===== src/rtl/idli_sqi_ctrl_m_pkg.sv =====
// rtl/idli_sqi_ctrl_m_pkg.sv - shared SQI types: instruction codes, controller states, nibble slice
package idli_sqi_ctrl_m_pkg;

  typedef logic [3:0] slice_t;

  typedef enum logic [7:0] {
    SQI_WRITE = 8'h02,
    SQI_READ  = 8'h03
  } sqi_instr_t;

  typedef enum logic [2:0] {
    GAP,
    IDLE,
    INSTR,
    ADDR,
    DUMMY,
    DATA
  } sqi_ctrl_state_t;

  localparam logic [7:0] INSTR_LAST = 8'd1;
  localparam logic [7:0] ADDR_LAST  = 8'd3;
  localparam logic [7:0] DUMMY_LAST = 8'd1;

endpackage


===== src/rtl/idli_sqi_ctrl_m_if.sv =====
// rtl/idli_sqi_ctrl_m_if.sv - core-side single-word request/response port of the SQI controller
interface idli_sqi_ctrl_m_if #(parameter int DATA_BYTES = 2);
  import idli_sqi_ctrl_m_pkg::*;

  localparam int DW = 8 * DATA_BYTES;

  logic          req_vld;
  logic          req_rdy;
  logic          req_wr;
  logic [15:0]   req_addr;
  logic [DW-1:0] req_data;
  logic          rd_vld;
  logic [DW-1:0] rd_data;

  modport master (
    output req_vld, req_wr, req_addr, req_data,
    input  req_rdy, rd_vld, rd_data
  );

  modport slave (
    input  req_vld, req_wr, req_addr, req_data,
    output req_rdy, rd_vld, rd_data
  );
endinterface


===== src/rtl/idli_sqi_ctrl_m.sv =====
// rtl/idli_sqi_ctrl_m.sv - quad-SIO initiator turning single-word core requests into SCK/CS/SIO frames
module idli_sqi_ctrl_m
  import idli_sqi_ctrl_m_pkg::*;
#(
  parameter int DATA_BYTES = 2
) (
  input  logic                    clk,
  input  logic                    rst_n,
  idli_sqi_ctrl_m_if.slave        bus,
  output logic                    sqi_sck,
  output logic                    sqi_cs,
  output slice_t                  sqi_sio,
  output logic                    sqi_sio_en,
  input  slice_t                  sqi_sio_in
);

  localparam int DW = 8 * DATA_BYTES;
  localparam int SW = 24 + DW;
  localparam logic [7:0] DATA_LAST = 8'(2 * DATA_BYTES - 1);

  sqi_ctrl_state_t state;
  sqi_instr_t      instr;
  logic            hi;
  logic            wr;
  logic [SW-1:0]   shreg;
  logic [7:0]      cnt;

  assign instr       = bus.req_wr ? SQI_WRITE : SQI_READ;
  assign sqi_sck     = hi;
  assign bus.req_rdy = (state == IDLE) && hi;

  // All state moves happen on the edge that ends a HI phase, so SIO changes while SCK falls
  // and reads sample the nibble the memory has held through the whole HI phase.
  always_ff @(posedge clk or negedge rst_n) begin
    if (!rst_n) begin
      state       <= GAP;
      hi          <= 1'b0;
      wr          <= 1'b0;
      shreg       <= '0;
      cnt         <= '0;
      sqi_cs      <= 1'b1;
      sqi_sio     <= '0;
      sqi_sio_en  <= 1'b0;
      bus.rd_vld  <= 1'b0;
      bus.rd_data <= '0;
    end else begin
      hi         <= ~hi;
      bus.rd_vld <= 1'b0;
      if (hi) begin
        if (state inside {INSTR, ADDR, DUMMY, DATA}) begin
          sqi_sio <= shreg[SW-1 -: 4];
          shreg   <= {shreg[SW-5:0], sqi_sio_in};
          cnt     <= cnt - 8'd1;
        end
        case (state)
          GAP: state <= IDLE;
          IDLE: begin
            if (bus.req_vld) begin
              state      <= INSTR;
              wr         <= bus.req_wr;
              shreg      <= {instr[3:0], bus.req_addr, bus.req_data, 4'h0};
              sqi_sio    <= instr[7:4];
              sqi_cs     <= 1'b0;
              sqi_sio_en <= 1'b1;
              cnt        <= INSTR_LAST;
            end
          end
          INSTR: begin
            if (cnt == 8'd0) begin
              state <= ADDR;
              cnt   <= ADDR_LAST;
            end
          end
          ADDR: begin
            if (cnt == 8'd0) begin
              if (wr) begin
                state <= DATA;
                cnt   <= DATA_LAST;
              end else begin
                state      <= DUMMY;
                cnt        <= DUMMY_LAST;
                sqi_sio_en <= 1'b0;
              end
            end
          end
          DUMMY: begin
            if (cnt == 8'd0) begin
              state <= DATA;
              cnt   <= DATA_LAST;
            end
          end
          DATA: begin
            if (cnt == 8'd0) begin
              state      <= GAP;
              sqi_cs     <= 1'b1;
              sqi_sio_en <= 1'b0;
              sqi_sio    <= '0;
              if (!wr) begin
                bus.rd_vld  <= 1'b1;
                bus.rd_data <= {shreg[DW-5:0], sqi_sio_in};
              end
            end
          end
          default: state <= GAP;
        endcase
      end
    end
  end

endmodule


===== src/flat_wrapper.sv =====
// flat-port wrapper written by rule: the top's interface ports become plain ports
module idli_sqi_ctrl_m_flat import idli_sqi_ctrl_m_pkg::*;
#(
  parameter int DATA_BYTES = 2
)
  (clk, rst_n, sqi_sck, sqi_cs, sqi_sio, sqi_sio_en, sqi_sio_in, bus_req_vld, bus_req_wr, bus_req_addr, bus_req_data, bus_req_rdy, bus_rd_vld, bus_rd_data);
  idli_sqi_ctrl_m_if #(.DATA_BYTES(DATA_BYTES)) bus_i ();
  input  logic clk;
  input  logic rst_n;
  output logic sqi_sck;
  output logic sqi_cs;
  output slice_t sqi_sio;
  output logic sqi_sio_en;
  input  slice_t sqi_sio_in;
  input wire logic [$bits(bus_i.req_vld)-1:0] bus_req_vld;
  input wire logic [$bits(bus_i.req_wr)-1:0] bus_req_wr;
  input wire logic [$bits(bus_i.req_addr)-1:0] bus_req_addr;
  input wire logic [$bits(bus_i.req_data)-1:0] bus_req_data;
  output wire logic [$bits(bus_i.req_rdy)-1:0] bus_req_rdy;
  output wire logic [$bits(bus_i.rd_vld)-1:0] bus_rd_vld;
  output wire logic [$bits(bus_i.rd_data)-1:0] bus_rd_data;
  assign bus_i.req_vld = bus_req_vld;
  assign bus_i.req_wr = bus_req_wr;
  assign bus_i.req_addr = bus_req_addr;
  assign bus_i.req_data = bus_req_data;
  assign bus_req_rdy = bus_i.req_rdy;
  assign bus_rd_vld = bus_i.rd_vld;
  assign bus_rd_data = bus_i.rd_data;
  idli_sqi_ctrl_m #(.DATA_BYTES(DATA_BYTES)) u_core (.clk(clk), .rst_n(rst_n), .bus(bus_i), .sqi_sck(sqi_sck), .sqi_cs(sqi_cs), .sqi_sio(sqi_sio), .sqi_sio_en(sqi_sio_en), .sqi_sio_in(sqi_sio_in));
endmodule

===== config.mk =====
export PLATFORM = sky130hd
export DESIGN_NAME = idli_sqi_ctrl_m_flat
export DESIGN_NICKNAME = d
export VERILOG_FILES = /design/src/rtl/idli_sqi_ctrl_m_pkg.sv /design/src/rtl/idli_sqi_ctrl_m_if.sv /design/src/rtl/idli_sqi_ctrl_m.sv /design/src/flat_wrapper.sv
export SDC_FILE = /design/constraint.sdc
export NUM_CORES = 1
export LEC_CHECK = 0
export CORE_UTILIZATION = 47
export DETAILED_ROUTE_END_ITERATION = 12
export HOLD_SLACK_MARGIN = 0.06
export PLACE_DENSITY = 0.72
export SYNTH_ARGS = -nofsm -noshare
export SYNTH_HDL_FRONTEND = slang
export SYNTH_SLANG_ARGS = --single-unit

===== constraint.sdc =====
create_clock -name clk -period 2.1 [get_ports clk]
set_clock_uncertainty 0.15 [all_clocks]
set_input_delay 0.525 -clock clk [delete_from_list [all_inputs] [get_ports clk]]
set_output_delay 0.525 -clock clk [all_outputs]
set_load 0.05 [all_outputs]

---- Word-level counts from Yosys, hierarchy flattened ----
Index checks and enable logic that the tools add are counted.
operators by class
  add/subtract/negate cells ............... 1
  equality and inequality tests ........... 11
  multiplexer cells ....................... 33
  bitwise logic cells ..................... 2
  reductions and logical operators ........ 12
operator list
  cell                 number
  $mux 40              3
  $mux 8               4
  $pmux 8 s3           1
  $pmux 3 s6           1
  $mux 3               5
  $mux 1               12
  $mux 4               3
  $ne 2x2->1 const B   6
  $reduce_and 6->1     2
  $logic_not 8->1      1
  $pmux 4 s2           1
  $reduce_and 4->1     2
  $sub 8x1->8 const B  1
  $eq 3x2->1 const B   2
  $eq 3x3->1 const B   2
  $reduce_bool 4->1    1
  $eq 3x1->1 const B   1
  $logic_not 3->1      1
  $pmux 1 s3           1
  $reduce_and 3->1     1
  $reduce_bool 3->1    1
  $mux 2               1
  $not 1->1            2
  $pmux 1 s2           1
  other kinds (3)      3
word-level totals
  register bits after elaboration ......... 76
  bits of input ports ..................... 40
  output and inout port bits .............. 25
  logic and storage cells ................. 69

---- Depth between registers and ports, before layout ----
  word-level depth ........................ 5
  depth in mapped cells ................... 7
  depth with buffers taken out ............ 6

---- Worst setup path after synthesis ----
OpenSTA, ideal clock, no wires.
  kind .................................... register to register
  from .................................... register u_core.hi, in the netlist u_core.sqi_sck
  to ...................................... register u_core.bus.rd_data[10]
  library setup time ...................... 0.125 ns
  data arrival time ....................... 2.001 ns
  data required time ...................... 1.825 ns
  slack ................................... -0.176 ns
  cell stages (with the launch flop) ...... 6
  buffers on the path ..................... 1
  clock period less this slack ............ 2.276 ns
  cells stage by stage .................... dfrtp_1 -> nand3b_1 -> or2_1 -> nor3_4 -> buf_12 -> mux2_4
between the ends
  word-level cells in the longest chain between the ends .. 1
RTL lines
  what                               line                      text
  start: declaration                 idli_sqi_ctrl_m.sv:23     logic hi;
  start signal: assignment           idli_sqi_ctrl_m.sv:47     hi <= ~hi;
  $reduce_and 4->1 (no source line)  --
  end signal: assignment             idli_sqi_ctrl_m.sv:100    bus.rd_data <= {shreg[DW-5:0], sqi_sio_in};
  end: declaration                   idli_sqi_ctrl_m_if.sv:22  output req_rdy, rd_vld, rd_data
No other way between the ends.
A chain may end at the register's enable or synchronous reset.

---- Final worst setup path ----
  from .................................... register u_core.cnt[1]
  to ...................................... register u_core.bus.rd_data[12]
between the ends
  word-level cells in the longest chain between the ends .. 2
RTL lines
  what                               line                   text
  start: declaration                 idli_sqi_ctrl_m.sv:26  logic [7:0] cnt;
  start signal: assignment           idli_sqi_ctrl_m.sv:53  cnt <= cnt - 8'd1;
  $logic_not 8->1                    idli_sqi_ctrl_m.sv:93  if (cnt == 8'd0) begin
  $reduce_and 4->1 (no source line)  --
No other way between the ends.

==> results.json <==
{
  "status": "complete, no violations",
  "synth_seq_area_share_pct": 56.56,
  "crit_fanout": 8,
  "fin_tns_setup_ns": 0,
  "max-cap-violations": 0,
  "synth.most_common_cell": "nor2_1",
  "slew_violations": 0,
  "path_class": "flip-flop to flip-flop",
  "ios": 65,
  "fin_util_pct": 66.32,
  "via_count": 2769,
  "grt_usage_pct": 22.51,
  "first_iter_violations": 162,
  "yosysTopAreaCell": "dfrtp_1",
  "p_leak_uw": 0.002065,
  "synth_fp_nets": 368,
  "ys.flop_type": "dfrtp_1",
  "die_height_um": 86.61,
  "crit_arrival_ns": 2.17,
  "cts.sinks": 76,
  "io_buffers": 64,
  "grt_pass1_vias": 2668,
  "synth_cells": 327,
  "fillers": 548,
  "startpoint": "u_core.cnt[1]",
  "h-tree-depth": 3,
  "die-width_um": 86.61,
  "placedCellCount": 495,
  "r2r-start": "u_core.cnt[1]",
  "whs_ns": 0.3376,
  "grt_max_degree": 35,
  "finalNonFillerCells": 516,
  "setup.worst_path.end": "u_core.bus.rd_data[12]",
  "hold_violations": 0,
  "reg2reg_to": "u_core.bus.rd_data[12]",
  "cts_tree": "done",
  "relSlewSlack_pct": 73.37,
  "fmax_mhz": 481.9,
  "top_layer_used": "met4",
  "drc": 0,
  "row_count": 30,
  "area_delta_synth_final_pct": 35.40,
  "finalCritPeriodShare_pct": 98.81,
  "wl_met2_um": 3868,
  "hold_class": "flip-flop to flip-flop",
  "tightest_slew_ns": 0.3967,
  "crit_chain": "inv_2 -> ha_4 -> nor3b_4 -> nand2_4 -> nor3_4 -> clkbuf_16 -> mux2_4",
  "synth.cell_area_mm2": 0.003364,
  "synth_top_area_share_pct": 55.78,
  "crit_path_end_kind": "flip-flop",
  "met1_length_um": 3652,
  "num_antenna_cells": 0,
  "dp_hpwl_um": 5480,
  "r2r_cells": 7,
  "via_per_inst": 5.366,
  "start_util_pct": 48.98,
  "finalWeightedCongestion": 0.8116,
  "ys_seq_elements": 76,
  "wl_um": 7960,
  "layout-drive-gt1-share_pct": 24.76,
  "gr-total-overflow": 0,
  "postRouteAntennaNets": 0,
  "avgRoutedWirePerCell_um": 15.43,
  "finalCriticalPeriod_ns": 2.075,
  "route.met3.wl_um": 338,
  "powerDensity_mw_per_mm2": 701.2,
  "synthTopCellsByCount": "nor2_1 (80), dfrtp_1 (75), o22ai_1 (32)",
  "clock_path_buffers": 2,
  "clockRootBuffer": "clkbuf_8",
  "async_reset_ff_share_pct": 100.0,
  "cp_data_required_time_ns": 2.19,
  "grt_pass1_wl_um": 12880,
  "yosysUniqueCellTypes": 48,
  "dieArea_mm2": 0.007500,
  "ir_worst_vdd_mv": 0.3984,
  "synth-edff-count": 0,
  "r2r_slack_ns": 0.03,
  "place_area_mm2": 0.004283,
  "slowest_delay_ns": 0.42,
  "ys_warn_count": 0,
  "antenna_found_initial": 0,
  "insertion_delay_ns": 0.35,
  "grt_setup_unrepaired": "yes",
  "cts-buffers-inserted": 9,
  "final_nets": 456,
  "finalInstanceArea_mm2": 0.004556,
  "syn_area_per_cell_um2": 10.29,
  "cts.clk_slew.worst_paths_ns": 0.09,
  "setup_viol": 0,
  "drt-pass1-iter-count": 4,
  "cp-start-kind": "flip-flop",
  "synthTopCellsByArea": "dfrtp_1 (56%), nor2_1 (8.9%), o22ai_1 (6.0%)",
  "slowest_stage": "dfrtp_1",
  "coreArea_mm2": 0.006869
}
-- logic make-up (layout without fill, tap and decap cells) --
kind of cell	after synthesis	after routing	share of synthesized area, %
flops	76	76	56.56
compound gates	68	68	12.98
buf+inv	25	118	3.347
xor+xnor	9	9	2.343
simple gates	131	131	17.63
fa+ha+maj	1	1	0.3718
mux	17	17	6.768
-- state kept, by name (all words and copies together), names as in the netlist --
register            cells
u_core.state            3
u_core.shreg           40
u_core.sqi_sio_en       1
u_core.sqi_cs           1
u_core.wr               1
u_core.cnt              8
u_core.bus.rd_data     16
u_core.sqi_sck          1
u_core.sqi_sio          4
u_core.bus.rd_vld       1
-- worst max-delay path, delay by kind of cell, from the launching register on --
family	cells	cell delay, ns
buffers and inverters	2	0.33
adder cells (fa/ha/maj)	1	0.14
multiplexers	1	0.30
flip-flops	1	0.42
AND/OR/NAND/NOR	3	0.62
-- metrics by stage --
stage / power [uW] / worst slack (ns)
after floorplan: 1946 / 0.02119
after global placement: 2129 / 0.01168
after CTS: 3179 / 0.004997
after global routing: 3355 / -0.04698
after detailed placement: 2151 / -0.02074
final: 3194 / 0.02509
-- where the power goes --
part / switching, uW / internal, uW
Combinational: 210 / 238
Sequential: 131 / 1580
Clock: 590 / 447
Total: 931 / 2260
-- placed cells by master, fill, tap and decap left out, drive strengths merged, types with 10 or more instances in the layout --
master,count
inv,11
mux2,16
nor2,80
o22ai,32
nand2,29
buf,55
clkdlybuf4s50,38
clkbuf,10
a21oi,12
dfrtp,75
-- repair_timing --
action	in CTS	in global routing
hold buffers	1	0
endpoints found under the setup margin	0	18
buffers inserted	0	3
gates resized for setup	0	9
endpoints found under the hold margin	24	0
-- worst min-delay path by stage --
stage                 startpoint               endpoint  slack (ns)  cells past startpoint
2_1_floorplan              rst_n  u_core.bus.rd_data[0]        0.08                      0
3_3_place_gp               rst_n          u_core.cnt[2]        0.32                      1
3_5_place_dp               rst_n          u_core.cnt[2]        0.33                      1
4_1_cts        u_core.sqi_sio_en      u_core.sqi_sio_en        0.35                      1
5_1_grt        u_core.sqi_sio_en      u_core.sqi_sio_en        0.35                      1
6_report       u_core.sqi_sio_en      u_core.sqi_sio_en        0.34                      1
-- metal layers --
| metal | track usage, % | vias up |
|---|---|---|
| li1 | - | 1310 |
| met1 | 31.81 | 1381 |
| met2 | 35.06 | 69 |
| met3 | 3.810 | 9 |
| met4 | 8.333 | 0 |
| met5 | 0 | - |
-- cell type report --
class                   instances  area (um^2)  area share [%]
multi-input cells             226         1395           30.62
repair buffers                 95        928.4           20.38
well taps                      96        120.1           2.637
flip-flops and latches         76         1904           41.80
clock buffers                   9        123.9           2.719
inverters                       7        26.28          0.5768
clock inverters                 7        57.56           1.263
No activity file was read; power rests on OpenSTA's default activity.
